**src/rtl/pktgen_pkg.sv**
```systemverilog
// Shared definitions for the XGMII packet generator: FSM encoding, XGMII control
// characters, frame limits, latched frame configuration and the IPv4 checksum helper.
package pktgen_pkg;

    localparam logic [2:0] StIdle  = 3'd0;
    localparam logic [2:0] StStart = 3'd1;
    localparam logic [2:0] StData  = 3'd2;
    localparam logic [2:0] StTerm  = 3'd3;
    localparam logic [2:0] StGap   = 3'd4;

    localparam logic [7:0] XgIdle  = 8'h07;
    localparam logic [7:0] XgStart = 8'hfb;
    localparam logic [7:0] XgTerm  = 8'hfd;
    localparam logic [7:0] XgPre   = 8'h55;
    localparam logic [7:0] XgSfd   = 8'hd5;

    localparam logic [39:0] MAGIC_CODE = 40'h50_47_45_4e_31;
    localparam logic [15:0] LenMin     = 16'd64;
    localparam logic [15:0] LenMax     = 16'd1512;

    typedef struct packed {
        logic [15:0] len;
        logic [31:0] ifg;
        logic [47:0] dst_mac;
        logic [47:0] src_mac;
        logic [31:0] src_ip;
        logic [31:0] dst_ip;
        logic [15:0] udp_port;
    } frame_cfg_t;

    function automatic logic [15:0] clamp_len(input logic [15:0] len);
        logic [15:0] l;
        l = {len[15:3], 3'b000};
        if (l < LenMin) l = LenMin;
        else if (l > LenMax) l = LenMax;
        return l;
    endfunction

    // Ones-complement sum of ten header halfwords, carry folded twice.
    function automatic logic [15:0] ip_checksum(input logic [159:0] hdr);
        logic [31:0] s;
        s = '0;
        for (int i = 0; i < 10; i++) s = s + {16'h0000, hdr[16*i +: 16]};
        s = {16'h0000, s[15:0]} + {16'h0000, s[31:16]};
        s = {16'h0000, s[15:0]} + {16'h0000, s[31:16]};
        return ~s[15:0];
    endfunction

endpackage

```
**src/rtl/crc32_d64.sv**
```systemverilog
// Combinational IEEE 802.3 CRC-32 update over one 64-bit XGMII word, lane 0 first,
// bit 0 of each lane first (reflected form).
module crc32_d64 (
    input  logic [31:0] crc_i,
    input  logic [63:0] data_i,
    output logic [31:0] crc_o
);
    logic [31:0] c;

    always_comb begin
        c = crc_i;
        for (int i = 0; i < 64; i++) begin
            if (c[0] ^ data_i[i]) c = (c >> 1) ^ 32'hedb88320;
            else c = c >> 1;
        end
        crc_o = c;
    end
endmodule

```
**src/rtl/xgmii_pktgen.sv**
```systemverilog
// Multi-channel XGMII UDP/IPv4 test-frame generator with a single shared CRC engine.
// Optional per-interval frame/byte statistics are built when PKTGEN_STATS_EN is defined.
module xgmii_pktgen
    import pktgen_pkg::*;
#(
    parameter int unsigned NUM_CH    = 2,
    parameter int unsigned TS_WIDTH  = 32,
    parameter int unsigned SEC_TICKS = 156250000
) (
    input  logic                  sys_clk,
    input  logic                  sys_rst_n,
    input  logic                  tx_enable,
    input  logic [NUM_CH-1:0]     ch_mask,
    input  logic [15:0]           frame_len,
    input  logic [31:0]           ifg,
    input  logic [47:0]           src_mac,
    input  logic [47:0]           dst_mac,
    input  logic [31:0]           src_ip,
    input  logic [31:0]           dst_ip,
    input  logic [15:0]           udp_port,
    output logic [NUM_CH*64-1:0]  xgmii_txd,
    output logic [NUM_CH*8-1:0]   xgmii_txc,
    output logic                  tx_busy,
    output logic [31:0]           seq_num,
    output logic [31:0]           tx_pps,
    output logic [31:0]           tx_bytes
);
    logic [2:0]          state_q, state_d;
    frame_cfg_t          cfg_q, cfg_d;
    logic [NUM_CH-1:0]   mask_q;
    logic [TS_WIDTH-1:0] ts_q, ts_lat_q;
    logic [7:0]          word_q;
    logic [31:0]         gap_q, crc_q, crc_next, seq_q;
    logic [15:0]         ip_len, udp_len, ip_csum;
    logic [511:0]        hb;
    logic [63:0]         data_word, word;
    logic [7:0]          ctrl;
    logic                load;

    assign cfg_d = '{len: clamp_len(frame_len), ifg: (ifg == 32'd0) ? 32'd1 : ifg,
                     dst_mac: dst_mac, src_mac: src_mac, src_ip: src_ip, dst_ip: dst_ip,
                     udp_port: udp_port};
    assign load  = (state_d == StStart);

    always_comb begin
        state_d = state_q;
        case (state_q)
            StIdle:  if (tx_enable) state_d = StStart;
            StStart: state_d = StData;
            StData:  if (word_q == cfg_q.len[10:3] - 8'd1) state_d = StTerm;
            StTerm:  state_d = StGap;
            StGap:   if (gap_q == cfg_q.ifg - 32'd1) state_d = tx_enable ? StStart : StIdle;
            default: state_d = StIdle;
        endcase
    end

    always_ff @(posedge sys_clk or negedge sys_rst_n) begin
        if (!sys_rst_n) begin
            state_q  <= StIdle;
            cfg_q    <= '0;
            mask_q   <= '0;
            ts_q     <= '0;
            ts_lat_q <= '0;
            word_q   <= '0;
            gap_q    <= '0;
            crc_q    <= '1;
            seq_q    <= '0;
        end else begin
            state_q <= state_d;
            ts_q    <= ts_q + TS_WIDTH'(1);
            if (load) begin
                cfg_q    <= cfg_d;
                mask_q   <= ch_mask;
                ts_lat_q <= ts_q;
            end
            if (state_q == StStart) begin
                word_q <= '0;
                crc_q  <= '1;
            end
            if (state_q == StData) begin
                word_q <= word_q + 8'd1;
                crc_q  <= crc_next;
            end
            if (state_q == StTerm) begin
                seq_q <= seq_q + 32'd1;
                gap_q <= '0;
            end
            if (state_q == StGap) gap_q <= gap_q + 32'd1;
        end
    end

    assign ip_len  = cfg_q.len - 16'd14;
    assign udp_len = cfg_q.len - 16'd34;
    assign ip_csum = ip_checksum({16'h4500, ip_len, seq_q[15:0], 16'h0000, 8'd64, 8'd17,
                                  16'h0000, cfg_q.src_ip, cfg_q.dst_ip});

    // First 64 frame bytes, byte 0 in the top octet; everything beyond is zero padding.
    assign hb = {cfg_q.dst_mac, cfg_q.src_mac, 16'h0800, 8'h45, 8'h00, ip_len, seq_q[15:0],
                 16'h0000, 8'd64, 8'd17, ip_csum, cfg_q.src_ip, cfg_q.dst_ip, cfg_q.udp_port,
                 cfg_q.udp_port, udp_len, 16'h0000, MAGIC_CODE, seq_q, ts_lat_q,
                 {(104 - TS_WIDTH){1'b0}}};

    always_comb begin
        data_word = '0;
        if (word_q < 8'd8) begin
            for (int i = 0; i < 8; i++) begin
                data_word[8*i +: 8] = hb[511 - 64*int'(word_q[2:0]) - 8*i -: 8];
            end
        end
    end

    crc32_d64 u_crc (
        .crc_i  (crc_q),
        .data_i (data_word),
        .crc_o  (crc_next)
    );

    always_comb begin
        word = {8{XgIdle}};
        ctrl = 8'hff;
        case (state_q)
            StStart: begin
                word = {XgSfd, {6{XgPre}}, XgStart};
                ctrl = 8'h01;
            end
            StData: begin
                word = data_word;
                ctrl = 8'h00;
            end
            StTerm: begin
                word = {{3{XgIdle}}, XgTerm, ~crc_q};
                ctrl = 8'hf0;
            end
            default: ;
        endcase
    end

    always_comb begin
        for (int c = 0; c < NUM_CH; c++) begin
            xgmii_txd[64*c +: 64] = mask_q[c] ? word : {8{XgIdle}};
            xgmii_txc[8*c +: 8]   = mask_q[c] ? ctrl : 8'hff;
        end
    end

    assign tx_busy = (state_q != StIdle);
    assign seq_num = seq_q;

`ifdef PKTGEN_STATS_EN
    localparam int unsigned TickW = (SEC_TICKS > 1) ? $clog2(SEC_TICKS) : 1;

    logic [TickW-1:0] tick_q;
    logic [31:0]      frm_q, byt_q, pps_q, bytes_q, frame_bytes;
    logic             frame_end;

    assign frame_end   = (state_q == StTerm);
    assign frame_bytes = {16'h0000, cfg_q.len} + 32'd4;

    // A frame ending on the latch cycle belongs to the interval that starts there.
    always_ff @(posedge sys_clk or negedge sys_rst_n) begin
        if (!sys_rst_n) begin
            tick_q  <= '0;
            frm_q   <= '0;
            byt_q   <= '0;
            pps_q   <= '0;
            bytes_q <= '0;
        end else if (tick_q == TickW'(SEC_TICKS - 1)) begin
            tick_q  <= '0;
            pps_q   <= frm_q;
            bytes_q <= byt_q;
            frm_q   <= frame_end ? 32'd1 : 32'd0;
            byt_q   <= frame_end ? frame_bytes : 32'd0;
        end else begin
            tick_q <= tick_q + TickW'(1);
            if (frame_end) begin
                frm_q <= frm_q + 32'd1;
                byt_q <= byt_q + frame_bytes;
            end
        end
    end

    assign tx_pps   = pps_q;
    assign tx_bytes = bytes_q;
`else
    assign tx_pps   = '0;
    assign tx_bytes = '0;
`endif

endmodule

```
**config.mk**
```make
export PLATFORM = sky130hd
export DESIGN_NAME = xgmii_pktgen
export DESIGN_NICKNAME = d
export VERILOG_FILES = /design/src/rtl/pktgen_pkg.sv /design/src/rtl/crc32_d64.sv /design/src/rtl/xgmii_pktgen.sv
export SDC_FILE = /design/constraint.sdc
export NUM_CORES = 1
export LEC_CHECK = 0
export ABC_AREA = 1
export CAP_MARGIN = 30
export CORE_MARGIN = 4
export CORE_UTILIZATION = 45
export CTS_CLUSTER_SIZE = 24
export DETAILED_ROUTE_END_ITERATION = 8
export PLACE_DENSITY = 0.67
export SLEW_MARGIN = 5
export SYNTH_ARGS = -nofsm -noshare
export SYNTH_HDL_FRONTEND = slang
export SYNTH_SLANG_ARGS = --single-unit
export TNS_END_PERCENT = 100
```
**constraint.sdc**
```tcl
create_clock -name sys_clk -period 29.9 [get_ports sys_clk]
set_input_delay 5.98 -clock sys_clk [delete_from_list [all_inputs] [get_ports sys_clk]]
set_output_delay 5.98 -clock sys_clk [all_outputs]
set_load 0.03 [all_outputs]
```
# Word level (Yosys, flattened, before mapping)
# Index checks and enable logic that the tools add are counted.
[op_classes]
bitwise_logic = 130
eq_ne = 7
n_shift = 8
muxes = 85
n_reduce_logical = 5
magnitude_cmp = 3
n_addsub = 25
[ops]
columns = ["op", "count"]
rows = [
  ["variable part select 519 x 32 -> 8 bit", 6],
  ["two-way mux 32 bit", 69],
  ["inverter 13 -> 14 bit", 64],
  ["variable part select 519 x 10 -> 8 bit", 1],
  ["variable part select 519 x 11 -> 8 bit", 1],
  ["two-way mux 64 bit", 3],
  ["case mux 64 bit (3 select lines)", 1],
  ["adder 32 x 1 -> 32 bit (second input constant)", 3],
  ["bitwise XOR 1 bit", 64],
  ["subtractor 10 x 7 -> 11 bit (second input constant)", 4],
  ["== test 32 bit", 1],
  ["logical NOT 32 bit", 1],
  ["two-way mux 16 bit", 2],
  ["two-way mux 8 bit", 4],
  ["inverter 32 bit", 1],
  ["subtractor 32 x 1 -> 32 bit (second input constant)", 1],
  ["case mux 8 bit (3 select lines)", 1],
  ["adder 22 x 15 -> 23 bit (second input constant)", 1],
  ["adder 21 x 16 -> 22 bit", 1],
  ["subtractor 10 x 6 -> 11 bit (second input constant)", 2],
  ["adder 20 x 16 -> 21 bit", 1],
  ["adder 19 x 15 -> 20 bit (second input constant)", 1],
  ["adder 18 x 16 -> 19 bit", 1],
  ["adder 17 x 16 -> 18 bit", 1],
  ["other kinds (23)", 28],
]
[word_totals]
elab_cells = 278
ff_bits = 397
in_bits = 229
output_inout_bits = 241

# Longest topological paths before layout
[logic_depth]
word_depth = 141
depth_mapped = 104
depth_no_buf = 104

# Modules after synthesis
# Synthesis repeated with hierarchy kept, for this count alone.
[unflattened]
hier_cells = 5716
hier_area_um2 = 37968.9
[by_module_without_submodules]
columns = ["mod", "cells_each", "n_inst", "area_per_inst_um2"]
rows = [
  ["xgmii_pktgen", 3423, 1, 25826.0],
  ["crc32_d64", 2293, 1, 12142.9],
]

# Worst setup path after synthesis
# Ideal clock, no wire load.
[synth_path]
kind = "register -> output"
from = "register cfg_q[212] (netlist bit)"
to = "output xgmii_txd[71]"
arrival_ns = 7.943
required_ns = 23.920
path_buffers = 0
setup_slack_ns = 15.977
stages_incl_launch_ff = 57
cell_sequence = "dfrtp_1 > inv_1 > ha_1 > nand2_1 > nor2_1 > nand2_1 > nor2_1 > xor2_1 > fa_1 > fa_1 > inv_1 > fa_1 > ha_1 > ha_1 > nand2_1 > a21oi_1 > nor2_1 > nand3_1 > [... 21 more ...] > nand3_1 > nor2_1 > nand2_1 > nor2_2 > nand2_1 > nor2_1 > nand2_1 > nor2_1 > nand2_1 > clkinv_1 > nand3_1 > nand2_1 > nand2_1 > nand2_2 > nand2_2 > o221ai_1 > inv_1 > nor2_1"
[synth_between]
elab_chain_cells = 10
[synth_rtl]
columns = ["item", "line_no", "text"]
rows = [
  ["start, declared", "xgmii_pktgen.sv:29", "frame_cfg_t cfg_q, cfg_d;"],
  ["start signal, assigned", "xgmii_pktgen.sv:72", "cfg_q <= cfg_d;"],
  ["subtractor 16 x 4 -> 16 bit", "xgmii_pktgen.sv:92", "assign ip_len = cfg_q.len - 16'd14;"],
  ["adder 21 x 16 -> 22 bit", "pktgen_pkg.sv:43", "for (int i = 0; i < 10; i++) s = s + {16'h0000, hdr[16*i +: 16]};"],
  ["adder 22 x 15 -> 23 bit", "pktgen_pkg.sv:43", ""],
  ["adder 16 x 7 -> 17 bit", "pktgen_pkg.sv:44", "s = {16'h0000, s[15:0]} + {16'h0000, s[31:16]};"],
  ["adder 16 x 1 -> 16 bit", "pktgen_pkg.sv:45", "s = {16'h0000, s[15:0]} + {16'h0000, s[31:16]};"],
  ["inverter 16 bit", "pktgen_pkg.sv:46", "return ~s[15:0];"],
  ["variable part select 519 x 10 -> 8 bit (*)", "xgmii_pktgen.sv:107", "data_word[8*i +: 8] = hb[511 - 64*int'(word_q[2:0]) - 8*i -: 8];"],
  ["two-way mux 64 bit (*)", "xgmii_pktgen.sv:105", "if (word_q < 8'd8) begin"],
  ["case mux 64 bit (3 select lines) (*)", "xgmii_pktgen.sv:121", "case (state_q)"],
  ["two-way mux 64 bit (*)", "xgmii_pktgen.sv:140", "xgmii_txd[64*c +: 64] = mask_q[c] ? word : {8{XgIdle}};"],
  ["end, declared", "xgmii_pktgen.sv:21", "output logic [NUM_CH*64-1:0] xgmii_txd,"],
]
# Mark *: on every way between the ends. The rest lies on a longest branch, timed or not.

# Worst setup path after layout
[layout_path]
from = "register cfg_q[212] (netlist bit)"
to = "output xgmii_txd[7]"
# The elaborated chain is that of the path after synthesis.

==> results.json <==
{
  "finalPower_w": 0.00121,
  "ff2ff_setup_slack_ps": 14630,
  "cp-end-kind": "output port",
  "yosysUniqueCellTypes": 71,
  "synth_edf_count": 0,
  "routabilityCongestion": 1.02,
  "antenna_found_initial": 2,
  "cts-root-buf": "clkbuf_16",
  "fin_crit_ps": 17150,
  "via_per_inst": 5.39,
  "grt_pass1_vias": 34400,
  "port-buffer-count": 402,
  "synth_top_area_cell": "dfrtp_1",
  "synth_seq_area_share": 0.278,
  "dp.final_hpwl_um": 115000,
  "overflow": 0,
  "grt_first_pass_wirelength_um": 211000,
  "wl_per_cell_um": 21.0,
  "cts_made_buffers": 46,
  "post_cts_resized": 0,
  "slowest_delay_ps": 700,
  "tns_ps": 0,
  "relSlewSlack": 0.188,
  "drtAntennaViolNets": 0,
  "required_ps": 23920,
  "power_frac_comb": 0.047,
  "clk_pin_slew_worst_paths_ps": 60,
  "cts_buffer_depth": 3,
  "cts_setup_buffers": 0,
  "hold_class": "reg2reg",
  "synthFlopType": "dfrtp_1",
  "clockPowerShare": 0.511,
  "postCtsHoldBufs": 0,
  "layout_commonest_cell": "nand2_1",
  "setup.worst_path.class": "reg2out",
  "outcome": "finished clean",
  "finalNetCount": 6109,
  "cap_violations": 0,
  "clock_sinks": 394,
  "via_count": 36900,
  "remaining_drc_errors": 0,
  "die-area_um2": 83700,
  "ys_seq_elements": 394,
  "leakage_nw": 22.1,
  "async_reset_ff_frac": 1.00,
  "powerDensity_nw_per_um2": 28.7,
  "synth_warnings": 0,
  "crit_fanout": 5,
  "drive_above_1_share": 0.0915,
  "setup_viol": 0,
  "grt.total_usage": 0.334,
  "layout_common_cells": "nand2_1, inv_1, nand3_1, clkdlybuf4s50_1, dfrtp_1",
  "slew_viol_final": 0,
  "grt_max_degree": 103,
  "cts_tree": "built",
  "drt_iter0_markers": 3709,
  "die_w_um": 289,
  "synth_area_um2": 35600,
  "fmax_ghz": 0.0583,
  "clock_latency_ps": 660,
  "die_h_um": 289,
  "routed_wl_um": 144000,
  "ios": 470,
  "rsz0062_at_grt": "false",
  "avgSynthCellArea_um2": 6.55,
  "coreArea_um2": 78000,
  "cpMostUsedCell": "nand2_1",
  "tightest_slew_ps": 1210,
  "syn_inst": 5439,
  "synth_area_leaders": "dfrtp_1, nand2_1, nand3_1",
  "power_switching_w": 0.000290,
  "crit_arrival_ps": 11170,
  "htreeDepth": 2,
  "vdd_ir_drop_max_mv": 0.0443,
  "drtPass1Iterations": 6,
  "area_growth_pct": 18.2,
  "finalHoldViolCount": 0,
  "startpoint_type": "register",
  "slowest_stage": "clkdlybuf4s50_1",
  "p_int_w": 0.000917,
  "synth_top_area_frac": 0.254,
  "power.sequential.fraction": 0.442,
  "start_util": 0.457,
  "power.switching_fraction": 0.240,
  "skew_ps": 70.1,
  "core.rowCount": 102,
  "period_share": 0.573
}
==> cell usage after synthesis, drive strengths merged, types with 45 or more instances <==
| master | count |
|---|---|
| xor2 | 276 |
| nand3 | 545 |
| fa | 62 |
| xnor2 | 62 |
| nand2 | 2205 |
| nor3 | 45 |
| clkbuf | 114 |
| ha | 48 |
| o21ai | 199 |
| inv | 658 |
| a21oi | 96 |
| buf | 113 |
| dfrtp | 362 |
| nor2 | 346 |
==> cell type report <==
class | count | area, µm²
Clock inverter | 21 | 347
Fill cell | 7875 | 35900
Sequential cell | 394 | 9910
Clock buffer | 63 | 1280
Tap cell | 1040 | 1300
Multi-Input combinational cell | 4217 | 22300
Antenna cell | 2 | 5.00
Timing Repair Buffer | 447 | 4420
Inverter | 664 | 2510
==> path summary, 6_finish.rpt <==
| path | start | end | depth (start not counted) |
|---|---|---|---|
| min | cfg_q[168] | cfg_q[168] | 2 |
| max in group asynchronous | sys_rst_n | cfg_q[75] | 4 |
| max reg2reg | cfg_q[212] | crc_q[1] | 90 |
| min reg2reg | cfg_q[168] | cfg_q[168] | 2 |
| min in group asynchronous | sys_rst_n | gap_q[29] | 1 |
| max | cfg_q[212] | xgmii_txd[7] | 57 |
==> state kept, by name (all words and copies together) (netlist names) <==
register  flops
ts_q         32
state_q       3
cfg_q       221
crc_q        32
ts_lat_q     32
word_q        8
seq_num      32
mask_q        2
gap_q        32
==> routing by layer <==
layer	track usage	wire, µm	vias to the layer above
met5	0	13	-
met4	0.146	7640	2
met3	0.0696	13800	307
met2	0.535	64700	1659
met1	0.438	57900	17300
li1	-	-	17700
==> worst max-delay path: cells and delay by family (launching register included) <==
kind                     cells  cell delay (ps)
AO/OA/AOI/OAI                3              690
AND/OR/NAND/NOR             36             4150
flip-flops                   1              490
XOR/XNOR                     2              700
adder cells (fa/ha/maj)      9             3210
buffers and inverters        7             1260
==> power groups by stage <==
stage | clock [W] | combinational [W] | sequential (W)
CTS | 0.000623 | 0.0000560 | 0.000533
global route | 0.000646 | 0.0000607 | 0.000533
floorplan | 0 | 0.0000178 | 0.000543
detailed placement | 0 | 0.0000558 | 0.000543
finish | 0.000618 | 0.0000565 | 0.000533
global placement | 0 | 0.0000559 | 0.000543
==> logic make-up (layout without fill, tap and decap cells) <==
family,Yosys count,after routing,share of synthesized area
and+or+nand+nor,3249,3249,0.406
AOI/OAI and AO/OA,450,450,0.0744
xor gates and xnor gates,340,340,0.0865
other,1,66,0.000105
adders and majority gates,110,110,0.0517
muxes,4,4,0.00119
buffers and inverters,891,1195,0.103
DFF,394,394,0.278
==> metrics by stage <==
stage	std cells	setup WS, ps	utilization	area, µm²	hold WS [ps]
2_1_floorplan	5502	15980	-	35900	424
3_3_place_gp	6751	13640	0.517	40300	459
3_5_place_dp	6759	13580	0.518	40400	460
4_1_cts	6843	12860	0.539	42000	477
5_1_grt	6846	11980	0.540	42100	497
6_report	6848	12750	0.540	42100	474
Power figures use the tool's default switching activity.
